===== src/rtl/raster_edge_setup.sv =====
// raster_edge_setup: triangle edge-function setup (a, b, c per edge plus 2x area) built around
// one time-shared pipelined multiplier. Define RASTER_CULL_EN to drop clockwise/degenerate triangles.
module raster_edge_setup #(
    parameter int DATA_BITS   = 32,
    parameter int MUL_LATENCY = 3
) (
    input  logic                              clk,
    input  logic                              reset,
    input  logic                              valid_in,
    output logic                              ready_in,
    input  logic [2:0][1:0][DATA_BITS-1:0]    vertices,
    output logic                              valid_out,
    input  logic                              ready_out,
    output logic [2:0][2:0][DATA_BITS-1:0]    edges,
    output logic [DATA_BITS+1:0]              area,
    output logic                              culled
);
    localparam int W  = DATA_BITS;
    localparam int PW = 2 * DATA_BITS;

    typedef enum logic [2:0] {
        IDLE,
        ISSUE,
        DRAIN,
        SUM,
        OUT
    } state_t;

    state_t                          state_q;
    logic                            readyIn_q;
    logic                            validOut_q;
    logic [2:0]                      issueCnt_q;
    logic [2:0][1:0][W-1:0]          vtx_q;
    logic [2:0][2:0][W-1:0]          edges_q;
    logic [W+1:0]                    area_q;
    logic signed [PW-1:0]            partial_q;

    logic [MUL_LATENCY-1:0]          mulValid_q;
    logic [MUL_LATENCY-1:0][2:0]     mulTag_q;
    logic [MUL_LATENCY-1:0][PW-1:0]  mulProd_q;

    logic [W-1:0]                    opA_d;
    logic [W-1:0]                    opB_d;
    logic signed [PW-1:0]            opAExt_d;
    logic signed [PW-1:0]            opBExt_d;
    logic signed [PW-1:0]            prod_d;
    logic                            issuing_d;
    logic                            resValid_d;
    logic [2:0]                      resTag_d;
    logic signed [PW-1:0]            resProd_d;
    logic [W-1:0]                    cNew_d;
    logic [W+1:0]                    areaSum_d;

    function automatic logic [W+1:0] sext(input logic [W-1:0] v);
        return {{2{v[W-1]}}, v};
    endfunction

    // Product order pairs up as (even, odd) = (x_j*y_k, x_k*y_j) for edges 0, 1, 2.
    always_comb begin
        opA_d = '0;
        opB_d = '0;
        case (issueCnt_q)
            3'd0: begin opA_d = vtx_q[1][0]; opB_d = vtx_q[2][1]; end
            3'd1: begin opA_d = vtx_q[2][0]; opB_d = vtx_q[1][1]; end
            3'd2: begin opA_d = vtx_q[2][0]; opB_d = vtx_q[0][1]; end
            3'd3: begin opA_d = vtx_q[0][0]; opB_d = vtx_q[2][1]; end
            3'd4: begin opA_d = vtx_q[0][0]; opB_d = vtx_q[1][1]; end
            3'd5: begin opA_d = vtx_q[1][0]; opB_d = vtx_q[0][1]; end
            default: begin opA_d = '0; opB_d = '0; end
        endcase
    end

    assign opAExt_d   = $signed({{W{opA_d[W-1]}}, opA_d});
    assign opBExt_d   = $signed({{W{opB_d[W-1]}}, opB_d});
    assign prod_d     = opAExt_d * opBExt_d;
    assign issuing_d  = (state_q == ISSUE);

    assign resValid_d = mulValid_q[MUL_LATENCY-1];
    assign resTag_d   = mulTag_q[MUL_LATENCY-1];
    assign resProd_d  = $signed(mulProd_q[MUL_LATENCY-1]);
    assign cNew_d     = W'(partial_q - resProd_d);
    assign areaSum_d  = sext(edges_q[0][2]) + sext(edges_q[1][2]) + sext(edges_q[2][2]);

`ifdef RASTER_CULL_EN
    logic         culled_q;
    logic [W+1:0] cullArea_d;

    // Decided while c2 is being written so the pulse lands in the SUM cycle.
    assign cullArea_d = sext(edges_q[0][2]) + sext(edges_q[1][2]) + sext(cNew_d);
    assign culled     = culled_q;
`else
    assign culled     = 1'b0;
`endif

    // Multiplier pipeline; clearing the valid chain on reset discards anything in flight.
    always_ff @(posedge clk) begin
        if (reset) begin
            mulValid_q <= '0;
            mulTag_q   <= '0;
            mulProd_q  <= '0;
        end else begin
            mulValid_q <= MUL_LATENCY'({mulValid_q, issuing_d});
            mulTag_q   <= (3 * MUL_LATENCY)'({mulTag_q, issueCnt_q});
            mulProd_q  <= (PW * MUL_LATENCY)'({mulProd_q, prod_d});
        end
    end

    always_ff @(posedge clk) begin
        if (reset) begin
            state_q    <= IDLE;
            readyIn_q  <= 1'b1;
            validOut_q <= 1'b0;
            issueCnt_q <= '0;
            vtx_q      <= '0;
            edges_q    <= '0;
            area_q     <= '0;
            partial_q  <= '0;
`ifdef RASTER_CULL_EN
            culled_q   <= 1'b0;
`endif
        end else begin
`ifdef RASTER_CULL_EN
            culled_q   <= 1'b0;
`endif
            if (resValid_d) begin
                if (!resTag_d[0]) begin
                    partial_q <= resProd_d;
                end else begin
                    edges_q[resTag_d[2:1]][2] <= cNew_d;
                end
            end

            case (state_q)
                IDLE: begin
                    if (valid_in && readyIn_q) begin
                        vtx_q         <= vertices;
                        edges_q[0][0] <= vertices[1][1] - vertices[2][1];
                        edges_q[0][1] <= vertices[2][0] - vertices[1][0];
                        edges_q[0][2] <= '0;
                        edges_q[1][0] <= vertices[2][1] - vertices[0][1];
                        edges_q[1][1] <= vertices[0][0] - vertices[2][0];
                        edges_q[1][2] <= '0;
                        edges_q[2][0] <= vertices[0][1] - vertices[1][1];
                        edges_q[2][1] <= vertices[1][0] - vertices[0][0];
                        edges_q[2][2] <= '0;
                        readyIn_q     <= 1'b0;
                        state_q       <= ISSUE;
                    end
                end
                ISSUE: begin
                    if (issueCnt_q == 3'd5) begin
                        issueCnt_q <= '0;
                        state_q    <= DRAIN;
                    end else begin
                        issueCnt_q <= issueCnt_q + 3'd1;
                    end
                end
                DRAIN: begin
                    if (resValid_d && (resTag_d == 3'd5)) begin
`ifdef RASTER_CULL_EN
                        culled_q <= cullArea_d[W+1] || (cullArea_d == '0);
`endif
                        state_q  <= SUM;
                    end
                end
                SUM: begin
                    area_q <= areaSum_d;
`ifdef RASTER_CULL_EN
                    if (culled_q) begin
                        readyIn_q <= 1'b1;
                        state_q   <= IDLE;
                    end else begin
                        validOut_q <= 1'b1;
                        state_q    <= OUT;
                    end
`else
                    validOut_q <= 1'b1;
                    state_q    <= OUT;
`endif
                end
                OUT: begin
                    if (ready_out) begin
                        validOut_q <= 1'b0;
                        readyIn_q  <= 1'b1;
                        state_q    <= IDLE;
                    end
                end
                default: begin
                    state_q <= IDLE;
                end
            endcase
        end
    end

    assign ready_in  = readyIn_q;
    assign valid_out = validOut_q;
    assign edges     = edges_q;
    assign area      = area_q;

endmodule


===== config.mk =====
export PLATFORM = sky130hd
export DESIGN_NAME = raster_edge_setup
export DESIGN_NICKNAME = d
export VERILOG_FILES = /design/src/rtl/raster_edge_setup.sv
export SDC_FILE = /design/constraint.sdc
export NUM_CORES = 2
export LEC_CHECK = 0
export BUFFER_PORTS_ARGS = -buffer_cell sky130_fd_sc_hd__buf_2
export CORE_ASPECT_RATIO = 0.8
export CORE_UTILIZATION = 50
export DETAILED_ROUTE_END_ITERATION = 8
export PLACE_DENSITY_LB_ADDON = 0.3
export SYNTH_ARGS = -nofsm -noshare
export SYNTH_HDL_FRONTEND = slang
export SYNTH_SLANG_ARGS = --single-unit

===== constraint.sdc =====
create_clock -name clk -period 10.4 [get_ports clk]
set_clock_uncertainty 0.15 [all_clocks]
set_input_delay 1.04 -clock clk [delete_from_list [all_inputs] [get_ports clk]]
set_output_delay 1.04 -clock clk [all_outputs]
set_load 0.02 [all_outputs]

# --- Word level (Yosys, flattened, before mapping) ---
# Cells that the tools add are included.
totals:
  ff_bits: 662
  inputBits: 196
op_classes:
  n_mul: 1
  bitwise_logic: 1
  eq_ne: 14
  reduce_logical: 18
  order_cmp: 2
  muxes: 20
  addsub: 10
ops:
  columns: ["op", "count"]
  rows:
  - ["288-bit two-way mux", 4]
  - ["288-bit bitwise mux", 1]
  - ["32-bit subtractor", 7]
  - ["96-bit demux with 2-bit select", 1]
  - ["32-bit case mux with 3 select lines", 2]
  - ["96-bit two-way mux", 1]
  - ["33-bit by 32-bit adder with 34-bit output", 1]
  - ["32-bit by 32-bit adder with 33-bit output", 1]
  - ["32-bit by 32-bit multiplier with 32-bit output", 1]
  - ["3-bit two-way mux", 5]
  - ["3-bit case mux with 5 select lines", 1]
  - ["3-bit by 2-bit == test with 1-bit output, second input constant", 4]
  - ["3-bit == test, second input constant", 4]
  - ["2-bit OR reduction", 6]
  - ["3-bit by 1-bit == test with 1-bit output, second input constant", 2]
  - ["3-bit zero test", 2]
  - ["2-bit != test, second input constant", 3]
  - ["2-bit AND reduction", 3]
  - ["1-bit case mux with 2 select lines", 2]
  - ["4-bit AND reduction", 1]
  - ["2-bit nonzero test", 2]
  - ["3-bit by 1-bit adder with 3-bit output, second input constant", 1]
  - ["1-bit logical AND", 3]
  - ["2-bit by 3-bit less-than comparator with 1-bit output, second input constant", 1]
  - ["other kinds (5)", 7]

# --- Logic depth before layout (Yosys ltp) ---
logic_depth:
  ltp_word: 9
  depth_mapped: 38

# --- Worst setup path after synthesis ---
# OpenSTA, ideal clock, no wires.
synth_timing:
  path_kind: "flip-flop to flip-flop"
  from: "register issueCnt_q[0]"
  to: "register mulProd_q[29] (netlist bit)"
  path_slack_ns: 1.425
  path_stages_with_launch: 37
  setup_ns: 0.128
  period_less_slack_ns: 8.975
  arrival_time_ns: 8.698
  path_cell_list: "dfxtp_1 > buf_2 > and2_1 > ha_1 > buf_1 > or2_0 > buf_2 > buf_2 > buf_2 > buf_2 > a221oi_1 > clkbuf_1 > nor2_1 > fa_1 > fa_1 > fa_1 > inv_1 > fa_1 > inv_1 > fa_1 > inv_1 > fa_1 > inv_1 > fa_1 > fa_1 > ha_1 > clkbuf_1 > a21oi_1 > o21ai_0 > a221o_1 > a21oi_1 > o21ai_0 > o41a_1 > a211oi_1 > o21bai_1 > xnor2_1 > nor2_1"
synth_between:
  elab_chain_len: 4
  word_cells_on_any_way: 15
  classes_between: "mul (1); eq/ne (5); mux (2); reduce/logical (7)"
synth_rtl:
  columns: ["item", "line", "text"]
  rows:
  - ["start: declaration", "32", "logic [2:0] issueCnt_q;"]
  - ["start signal: assignment", "155", "issueCnt_q <= issueCnt_q + 3'd1;"]
  - ["3-bit == test (tied with other cells)", "62", "case (issueCnt_q)"]
  - ["2-bit OR reduction (no source line)", null, null]
  - ["32-bit case mux with 3 select lines", "62", null]
  - ["32-bit by 32-bit multiplier with 32-bit output (*)", "75", "assign prod_d = opAExt_d * opBExt_d;"]
  - ["end signal: assignment", "104", "mulProd_q <= (PW * MUL_LATENCY)'({mulProd_q, prod_d});"]
  - ["end: declaration", "40", "logic [MUL_LATENCY-1:0][PW-1:0] mulProd_q;"]
# Every way passes the cells marked *; elsewhere a longest branch is shown, timed or not.
# A chain may end at the register's enable or synchronous reset.

# --- Worst setup path after layout ---
# Same ends and word-level chain as after synthesis.

==> impl_metrics.yaml <==
synth:
  synthMuxAreaShare_pct: 1.47
  synth_seq_cells: 662
  synth_edf_count: 0
  yosys.area_share.simple_pct: 18.4
  synth_top_family_by_area: "adder cells"
  synthCells: 6537
  syn-num-nets: 7581
  synth_warnings: 0
  syn_area_per_cell_um2: 8.09
  ys.flop_type: "dfxtp_1"
  ys_async_sr_fraction_pct: 0
  synthAdderAreaFrac_pct: 26.4
  synth_xor_xnor_area_share_pct: 4.40
  seq_area_frac_synth_pct: 25.0
  synth.distinct_cells: 88
  synth_compound_area_share_pct: 16.6
  synth_area_um2: 52900
worst_setup_path:
  crit_type: "flip-flop to flip-flop"
  reg2reg_slack_ps: 560
  startpoint_type: "flip-flop"
  rr_worst_depth: 27
  cpMostUsedCell: "fa_1"
  cp_max_fo: 39
  crit_arrival_ps: 10190
  r2r-start: "issueCnt_q[0]$_SDFFE_PP0P_"
  critPathCaptureType: "flip-flop"
  worstPathRequired_ps: 10750
  max_stage_delay_ps: 680
  rr_endpoint: "mulProd_q[29]$_SDFF_PP0_"
  slowest_stage: "dfxtp_4"
route:
  totalWireLength_um: 186000
  wl_per_cell_um: 22.2
  drt_iter0_markers: 5027
  firstDrtPassIters: 7
  via_per_inst: 5.80
  drc: 0
  ant_nets: 0
  via_count: 48600
status:
  outcome: "completed"
clock_tree:
  hold_buffers: 0
  cts_buffer_depth: 3
  cts_buffers: 72
  clock-sinks: 662
  clk_pin_slew_ps: 70
  cts_resized: 0
  postCtsSetupBuffers: 0
  htree_levels: 3
  cts_tree: "built"
  clockRootBuffer: "clkbuf_16"
  clock_latency_ps: 680
global_routing:
  grt_pass1_wl_um: 278000
  grt_pass1_vias: 45700
  grt-ovfl-total: 0
  grt_usage_pct: 33.8
  grt_max_degree: 228
  antenna_found_initial: 10
timing:
  hold_viol_final: 0
  layout_setup_ws_ps: 559
  rsz0062_at_grt: "no"
  setup-violations-final: 0
  holdWs_ps: 272
  fin_setup_tns_ps: 0
  slew_headroom_pct: 15.1
  min_period_over_period_pct: 94.6
  fmax_mhz: 102
  drv_slew: 0
  period_minus_slack_ps: 9840
  tightest_slew_ps: 1270
min_path:
  min_path_cells: 2
  hold_path.class: "flip-flop to flip-flop"
  worstHoldEndpoint: "partial_q[30]$_SDFFE_PP0P_"
  worstHoldStart: "resProd_d[30]$_SDFF_PP0_"
placed_design:
  hpwlAfterDp_um: 147000
  place_congestion: 1.06
  place_inst: 8244
  io_buffers: 519
  pre_cts_ws_ps: 763
die:
  die-area_um2: 107000
  rows: 106
  io_pins: 521
  start_util_pct: 50.6
  coreArea_um2: 105000
  fp.dieH_um: 293
  die_w_um: 366
power:
  totalPowerFinal_mw: 8.34
  p_per_area_nw_per_um2: 141
  p_leak_nw: 27.1
  ir_worst_vdd_uv: 146
cells_and_area:
  finalNonFillerCells: 8379
  final_common_cell: "nand2_1"
  nNetsFinal: 7958
  synthToLayoutAreaGrowth_pct: 12.0
  mostFrequentLayoutCells: "1106 x nand2_1, 743 x inv_1, 661 x dfxtp_1, 633 x a21oi_1"
  drive_above_1_share_pct: 11.9
job:
  drv_cap: 0
[worst max-delay path, delay by kind of cell, from the launching register on]
kind                       cells  cell delay (ps)
AOI/OAI and AO/OA              7             2380
xor gates and xnor gates       2              490
adders and majority gates      9             4270
buffers and inverters          5             1240
DFF                            1              680
and+or+nand+nor                4              430
[synthesized netlist by cell type (8+ instances only)]
cell type	number	share of area (%)
a22oi_1	10	0.14
or3_1	30	0.35
and2_1	35	0.41
xnor2_1	159	2.6
ha_1	400	9.5
a21oi_1	635	6.0
o22ai_1	18	0.21
o22a_1	12	0.20
o21ai_0	195	1.8
nand4_1	12	0.14
o41ai_1	8	0.13
a21o_1	116	1.6
nand2_1	1108	7.9
a22o_1	11	0.18
buf_1	14	0.099
nor4_1	8	0.095
nor3_1	86	0.81
a221oi_1	27	0.45
a2111oi_0	8	0.13
o21bai_1	31	0.44
nor2_1	521	3.7
o31ai_1	27	0.38
mux2i_1	61	1.2
nor2b_1	119	1.4
buf_2	16	0.15
clkbuf_1	272	1.9
a21boi_0	10	0.14
o211ai_1	13	0.18
mux2_2	15	0.32
a31oi_1	29	0.34
xor2_1	87	1.4
o21a_1	71	1.0
nand3_1	84	0.79
or2_2	50	0.59
a211o_1	16	0.26
nand3b_1	17	0.24
inv_1	743	5.3
nand2b_1	58	0.69
a221o_1	24	0.45
fa_1	448	17
nor3b_1	8	0.11
and3_1	45	0.53
dfxtp_1	662	25
a211oi_1	75	1.1
[cell families after synthesis]
family,count (synthesis)
compound gates,1416
xor+xnor,254
fa+ha+maj,848
buf+inv,1057
flops,662
mux,76
other cells,1
simple gates,2223
[area by class of cell]
type,instances,area [µm²]
fillers,9722,45400
multi-input cells,4818,35700
flip-flops and latches,662,13300
repair buffers,615,3350
inverters,745,2800
clock buffers,96,2020
well taps,1404,1760
clock inverters,30,343
diodes,9,22.5
[worst max path at each step]
stage                               start                        to  slack [ps]  depth (start not counted)
6_report       issueCnt_q[0]$_SDFFE_PP0P_  mulProd_q[29]$_SDFF_PP0_         560                         27
5_1_grt        issueCnt_q[0]$_SDFFE_PP0P_  mulProd_q[29]$_SDFF_PP0_         220                         27
4_1_cts        issueCnt_q[0]$_SDFFE_PP0P_  mulProd_q[29]$_SDFF_PP0_         720                         27
3_5_place_dp   issueCnt_q[0]$_SDFFE_PP0P_  mulProd_q[29]$_SDFF_PP0_         760                         27
3_3_place_gp   issueCnt_q[0]$_SDFFE_PP0P_  mulProd_q[29]$_SDFF_PP0_         920                         31
2_1_floorplan  issueCnt_q[0]$_SDFFE_PP0P_  mulProd_q[29]$_SDFF_PP0_        1420                         36
[state kept, by name, indices dropped and copies added (netlist names)]
signal	flops
state_q	3
edges	288
resTag_d	3
resProd_d	32
vtx_q	192
mulTag_q	6
mulValid_q	3
ready_in	1
area	34
valid_out	1
mulProd_q	64
partial_q	32
issueCnt_q	3
[layer usage]
layer	up-vias	routed length, µm	global-route usage [%]
met5	-	104	0.626
met4	4	8670	14.4
met3	467	19600	7.66
met2	2492	80700	52.0
met1	23300	77200	45.6
li1	22300	-	-
[power breakdown]
part	switching, mW	leakage, nW	internal (mW)
sequential	0.160	5.39	2.75
clock	1.13	1.14	1.48
combinational	1.84	20.6	0.981
total	3.14	27.1	5.21
[through the flow]
step / util, % / instance area [µm²]
3_3_place_gp: 54.4 / 56900
3_5_place_dp: 54.4 / 56900
6_report: 56.7 / 59300
2_1_floorplan: - / 52900
4_1_cts: 56.6 / 59300
5_1_grt: 56.6 / 59300
No activity file was read; power rests on OpenSTA's default activity.
